$ cat src/rtl/uart_tx_arbiter_if.sv
// Requester / transmitter bundle of the shared UART_TX arbiter.
// The master modport is the arbiter; the slave modport is its environment.
interface uart_tx_arbiter_if #(
  parameter int unsigned N    = 4,
  parameter int unsigned size = 8
);
  localparam int unsigned IW = (N > 1) ? $clog2(N) : 1;

  logic [N-1:0]      req;
  logic [N*size-1:0] req_data;
  logic [N-1:0]      gnt;
  logic [IW-1:0]     gnt_id;
  logic [size-1:0]   tx_data;
  logic              tx_start;
  logic              tx_ready;
  logic              busy;
  logic              err;

  modport master (
    input  req, req_data, tx_ready,
    output gnt, gnt_id, tx_data, tx_start, busy, err
  );

  modport slave (
    output req, req_data, tx_ready,
    input  gnt, gnt_id, tx_data, tx_start, busy, err
  );
endinterface

$ cat src/rtl/uart_tx_arbiter.sv
// Round-robin arbiter sharing one UART_TX between N byte producers, with a
// timeout on the transmitter's start acknowledge.
module uart_tx_arbiter #(
  parameter int unsigned N           = 4,
  parameter int unsigned size        = 8,
  parameter int unsigned ACK_TIMEOUT = 15
) (
  input logic clk,
  input logic rst,
  uart_tx_arbiter_if.master bus
);
  localparam int unsigned IW = (N > 1) ? $clog2(N) : 1;
  localparam int unsigned CW = $clog2(ACK_TIMEOUT + 1);

  typedef enum logic [1:0] {IDLE, LOAD, WAIT_ACK, WAIT_DONE} state_t;

  state_t            state;
  logic [IW-1:0]     last;
  logic [CW-1:0]     ack_cnt;
  logic [N-1:0]      gnt_r;
  logic [IW-1:0]     gnt_id_r;
  logic [size-1:0]   tx_data_r;
  logic              tx_start_r;
  logic              busy_r;
  logic              err_r;

  logic              found_c;
  logic [IW-1:0]     winner_c;
  logic [IW-1:0]     idx_c;
  logic [size-1:0]   byte_c [N];

  for (genvar g = 0; g < N; g++) begin : g_byte
    assign byte_c[g] = bus.req_data[g*size +: size];
  end

  // First set request after the last winner, wrapping modulo N.
  always_comb begin
    found_c  = 1'b0;
    winner_c = last;
    idx_c    = last;
    for (int unsigned k = 1; k <= N; k++) begin
      idx_c = IW'((32'(last) + k) % N);
      if (!found_c && bus.req[idx_c]) begin
        found_c  = 1'b1;
        winner_c = idx_c;
      end
    end
  end

  always_ff @(posedge clk) begin
    if (!rst) begin
      state      <= IDLE;
      last       <= IW'(N - 1);
      ack_cnt    <= '0;
      gnt_r      <= '0;
      gnt_id_r   <= '0;
      tx_data_r  <= '0;
      tx_start_r <= 1'b0;
      busy_r     <= 1'b0;
      err_r      <= 1'b0;
    end else begin
      gnt_r <= '0;
      err_r <= 1'b0;
      case (state)
        IDLE: begin
          if (bus.tx_ready && found_c) begin
            tx_data_r <= byte_c[winner_c];
            gnt_id_r  <= winner_c;
            last      <= winner_c;
            gnt_r     <= N'(1) << winner_c;
            busy_r    <= 1'b1;
            state     <= LOAD;
          end
        end
        LOAD: begin
          tx_start_r <= 1'b1;
          ack_cnt    <= '0;
          state      <= WAIT_ACK;
        end
        WAIT_ACK: begin
          if (!bus.tx_ready) begin
            tx_start_r <= 1'b0;
            state      <= WAIT_DONE;
          end else if (ack_cnt == CW'(ACK_TIMEOUT)) begin
            // Transmitter never took the frame: drop it, keep rotation advanced.
            tx_start_r <= 1'b0;
            err_r      <= 1'b1;
            busy_r     <= 1'b0;
            state      <= IDLE;
          end else begin
            ack_cnt <= ack_cnt + 1'b1;
          end
        end
        WAIT_DONE: begin
          if (bus.tx_ready) begin
            busy_r <= 1'b0;
            state  <= IDLE;
          end
        end
        default: state <= IDLE;
      endcase
    end
  end

  assign bus.gnt      = gnt_r;
  assign bus.gnt_id   = gnt_id_r;
  assign bus.tx_data  = tx_data_r;
  assign bus.tx_start = tx_start_r;
  assign bus.busy     = busy_r;
  assign bus.err      = err_r;
endmodule
$ cat src/flat_wrapper.sv
// flat-port wrapper written by rule: the top's interface ports become plain ports
module uart_tx_arbiter_flat 
#(
  parameter int unsigned N           = 4,
  parameter int unsigned size        = 8,
  parameter int unsigned ACK_TIMEOUT = 15
)
  (clk, rst, bus_req, bus_req_data, bus_tx_ready, bus_gnt, bus_gnt_id, bus_tx_data, bus_tx_start, bus_busy, bus_err);
  uart_tx_arbiter_if #(.N(N), .size(size)) bus_i ();
  input logic clk;
  input logic rst;
  input wire logic [$bits(bus_i.req)-1:0] bus_req;
  input wire logic [$bits(bus_i.req_data)-1:0] bus_req_data;
  input wire logic [$bits(bus_i.tx_ready)-1:0] bus_tx_ready;
  output wire logic [$bits(bus_i.gnt)-1:0] bus_gnt;
  output wire logic [$bits(bus_i.gnt_id)-1:0] bus_gnt_id;
  output wire logic [$bits(bus_i.tx_data)-1:0] bus_tx_data;
  output wire logic [$bits(bus_i.tx_start)-1:0] bus_tx_start;
  output wire logic [$bits(bus_i.busy)-1:0] bus_busy;
  output wire logic [$bits(bus_i.err)-1:0] bus_err;
  assign bus_i.req = bus_req;
  assign bus_i.req_data = bus_req_data;
  assign bus_i.tx_ready = bus_tx_ready;
  assign bus_gnt = bus_i.gnt;
  assign bus_gnt_id = bus_i.gnt_id;
  assign bus_tx_data = bus_i.tx_data;
  assign bus_tx_start = bus_i.tx_start;
  assign bus_busy = bus_i.busy;
  assign bus_err = bus_i.err;
  uart_tx_arbiter #(.N(N), .size(size), .ACK_TIMEOUT(ACK_TIMEOUT)) u_core (.clk(clk), .rst(rst), .bus(bus_i));
endmodule
$ cat config.mk
export PLATFORM = sky130hd
export DESIGN_NAME = uart_tx_arbiter_flat
export DESIGN_NICKNAME = d
export VERILOG_FILES = /design/src/rtl/uart_tx_arbiter_if.sv /design/src/rtl/uart_tx_arbiter.sv /design/src/flat_wrapper.sv
export SDC_FILE = /design/constraint.sdc
export NUM_CORES = 1
export LEC_CHECK = 0
export ABC_AREA = 1
export ABC_CLOCK_PERIOD_IN_PS = 1900
export CAP_MARGIN = 5
export CORE_ASPECT_RATIO = 0.7
export CORE_MARGIN = 3
export CORE_UTILIZATION = 45
export DETAILED_ROUTE_END_ITERATION = 10
export GPL_ROUTABILITY_DRIVEN = 0
export MAX_ROUTING_LAYER = met4
export PLACE_DENSITY = 0.79
export SYNTH_ARGS = -nofsm -noshare
export SYNTH_HDL_FRONTEND = slang
export SYNTH_SLANG_ARGS = --single-unit
$ cat constraint.sdc
create_clock -name clk -period 1.9 [get_ports clk]
set_input_delay 0.285 -clock clk [delete_from_list [all_inputs] [get_ports clk]]
set_output_delay 0.285 -clock clk [all_outputs]
set_load 0.01 [all_outputs]
==> results_dict.tcl <==
set metrics [dict create \
    cts_tree "done" \
    startpoint "bus_req[2]" \
    nets 373 \
    power.internal_uw 2353 \
    switching_share 0.4967 \
    path_buf_inv 2 \
    cts_buffers 3 \
    synth.distinct_cells 32 \
    vias_per_cell 4.923 \
    drtPass1Iterations 4 \
    grt_pass1_wl_mm 7.624 \
    rsz0062_at_grt "false" \
    status "finished, final reports clean" \
    tightest_slew_ns 0.2586 \
    cpMostUsedCell "nand2_2" \
    ys.flop_type "dfxtp_1" \
    setup_slack_ns 0.1224 \
    worst_path_largest_cell_delay_ns 0.53 \
    clkSlewWorstSetupHoldPaths_ns 0.09 \
    clock_skew_ns 0.006088 \
    end_kind "flop" \
    numClockSinks 25 \
    synthCells 260 \
    root_buffer "clkbuf_8" \
    insertion_delay_ns 0.27 \
    ant_nets 0 \
    use_met2 0.3025 \
    final_cells 377 \
    p_switching_uw 2322 \
    regArea_um2 504.2 \
    async_reset_ff_frac 0 \
    die_area_um2 4961 \
    drc 0 \
    power_density_nw_per_um2 1802 \
    dp_hpwl_mm 3.637 \
    antenna_cells 0 \
    holdCritStartpoint "u_core.bus.busy$_SDFFE_PN0P_" \
    synth_area_um2 1863 \
    fill_cells 321 \
    ir_drop_v 0.0008405 \
    p_clk_frac 0.069 \
    seq_area_frac_synth 0.2686 \
    r2r-start "u_core.last[0]$_SDFFE_PN1P_" \
    ys_ff_latch 25 \
    htreeDepth 1 \
    clk_path_buf_depth 2 \
    synth_top_area_frac 0.2686 \
    multi_input_area_um2 1172 \
    synth_area_leaders "dfxtp_1 27%, nand2_1 13%, nand3_1 11%" \
    final_cell_mix "60 x nand2_1, 55 x clkdlybuf4s50_1, 40 x nand3_1" \
    syn_to_final_growth_pct 39.29 \
    required_ns 2.11 \
    io_pins 56 \
    crit_family "simple AND/OR/NAND/NOR gates" \
    vias 1856 \
    die_h_um 59.84 \
    hold_violations 0 \
    grt_usage 0.1938 \
    crit_chain "clkdlybuf4s50_1 -> nand2_1 -> nand2_4 -> nand2_2 -> nand2_2 -> nand2_4 -> nand2_2 -> nand2_4 -> buf_4 -> nand3b_1 -> nand2_1 -> nand2_2 -> nand3_2 -> a21oi_2" \
    dp_slack_ns -0.2355 \
    use_met3 0.05510 \
    use_met1 0.2598 \
    power_frac_seq 0.185 \
    timing.setup.tns_ns 0 \
    min_path_type "reg2reg" \
    first_global_vias 1701 \
    final.period_utilization 0.9356 \
    drt-initial-drc-count 86 \
    holdWs_ns 0.4715 \
    overflow 0 \
    fmax_ghz 0.5626 \
    row_count 18 \
    p_leak_uw 0.001155 \
    start_util 0.4983 \
    synth_warnings 0 \
    routed_wl_mm 4.573 \
    holdBufCountCts 0 \
    synth_edf_count 0 \
    syn_avg_cell_area_um2 7.166 \
    setup.worst_path.start_class "input port" \
    critPathKind "in2reg" \
    pwr-share-comb 0.746 \
    place.port_buffers 55 \
    antenna_found_initial 0 \
    min_period_ns 1.778 \
    routedWlPerCell_um 12.13 \
    fp.dieW_um 82.91 \
    core_area_um2 3739 \
    grt_max_degree 16 \
    arrival_ns 1.99 \
    place_area_um2 2504 \
    synthesis.nets 305 \
    busiest_layer "met2" \
    dp_cells 372 \
    drv_slew 0 \
    fin_area_um2 2595 \
    critPathMaxFanout 12 \
    synth_top_area_cell "dfxtp_1" \
    drive_above_1_share 0.2324 \
    finalSetupViolations 0 \
    final_common_cell "nand2_1" \
    drv_cap 0 \
    cp_slowest_cell "clkdlybuf4s50_1" \
    relSlewSlack 0.8260 \
]
[area by class of cell]
type / count / share of cell area
multi-input combinational: 199 / 0.4518
timing repair buffer: 73 / 0.2705
sequential: 25 / 0.1943
inverter: 26 / 0.04050
tap: 50 / 0.02411
clock buffer: 3 / 0.01591
clock inverter: 1 / 0.002893
[tightest hold or removal path, stage by stage, from the launching register on]
cell and delay, ns:
dfxtp_1 0.32, nand2_1 0.06, a21oi_1 0.05
[registers in the layout, summed over array words and instances, names as in the netlist]
register             count
u_core.state             2
u_core.bus.busy          1
u_core.ack_cnt           4
u_core.bus.gnt_id        2
u_core.bus.tx_start      1
u_core.bus.err           1
u_core.bus.gnt           4
u_core.bus.tx_data       8
u_core.last              2
[per-stage QoR]
stage	util	power, uW
after floorplan	-	3368
after global placement	0.6697	4127
after detailed placement	0.6697	4168
after CTS	0.6851	4524
after global routing	0.6941	5088
final	0.6941	4675
[kinds of logic after synthesis]
| kind of cell | synth area share |
|---|---|
| flops | 0.2686 |
| fa+ha+maj | 0.04029 |
| xor+xnor | 0.004702 |
| buf+inv | 0.1088 |
| compound gates | 0.07791 |
| simple gates | 0.4997 |
[synth_stat cells (all sizes together) (2+ instances only)]
master   n
nand2   89
a21oi   17
ha       6
nor4     2
dfxtp   25
nand3b   8
buf      9
nor3     5
nor2    13
inv     25
o21ai    3
nand3   51
[power by group through the flow]
stage	sequential [uW]	combinational, uW	clock (uW)
after floorplan	891	2480	0
after global placement	867	3260	0
after detailed placement	862	3310	0
after CTS	858	3340	327
after global routing	889	3850	348
final	865	3490	323
[timing repair]
action	CTS	global route
endpoints found under the hold margin	0	0
pin swaps	0	1
gates resized for setup	3	5
buffers inserted	0	1
setup endpoints to repair	9	14
[routing by layer]
metal / vias up / wire length (um)
met5: - / 0
met4: 0 / 12
met3: 2 / 311
met2: 57 / 1987
met1: 814 / 2262
li1: 983 / -
[path summary, 6_finish.rpt]
check                                        to  slack [ns]  cells after the start
max          u_core.bus.tx_data[3]$_SDFFE_PN0P_        0.12                     14
min                u_core.bus.busy$_SDFFE_PN0P_        0.47                      2
max reg2reg  u_core.bus.tx_data[3]$_SDFFE_PN0P_        0.15                     14
min reg2reg        u_core.bus.busy$_SDFFE_PN0P_        0.47                      2
Note: power is estimated with default switching activity, not from simulation.
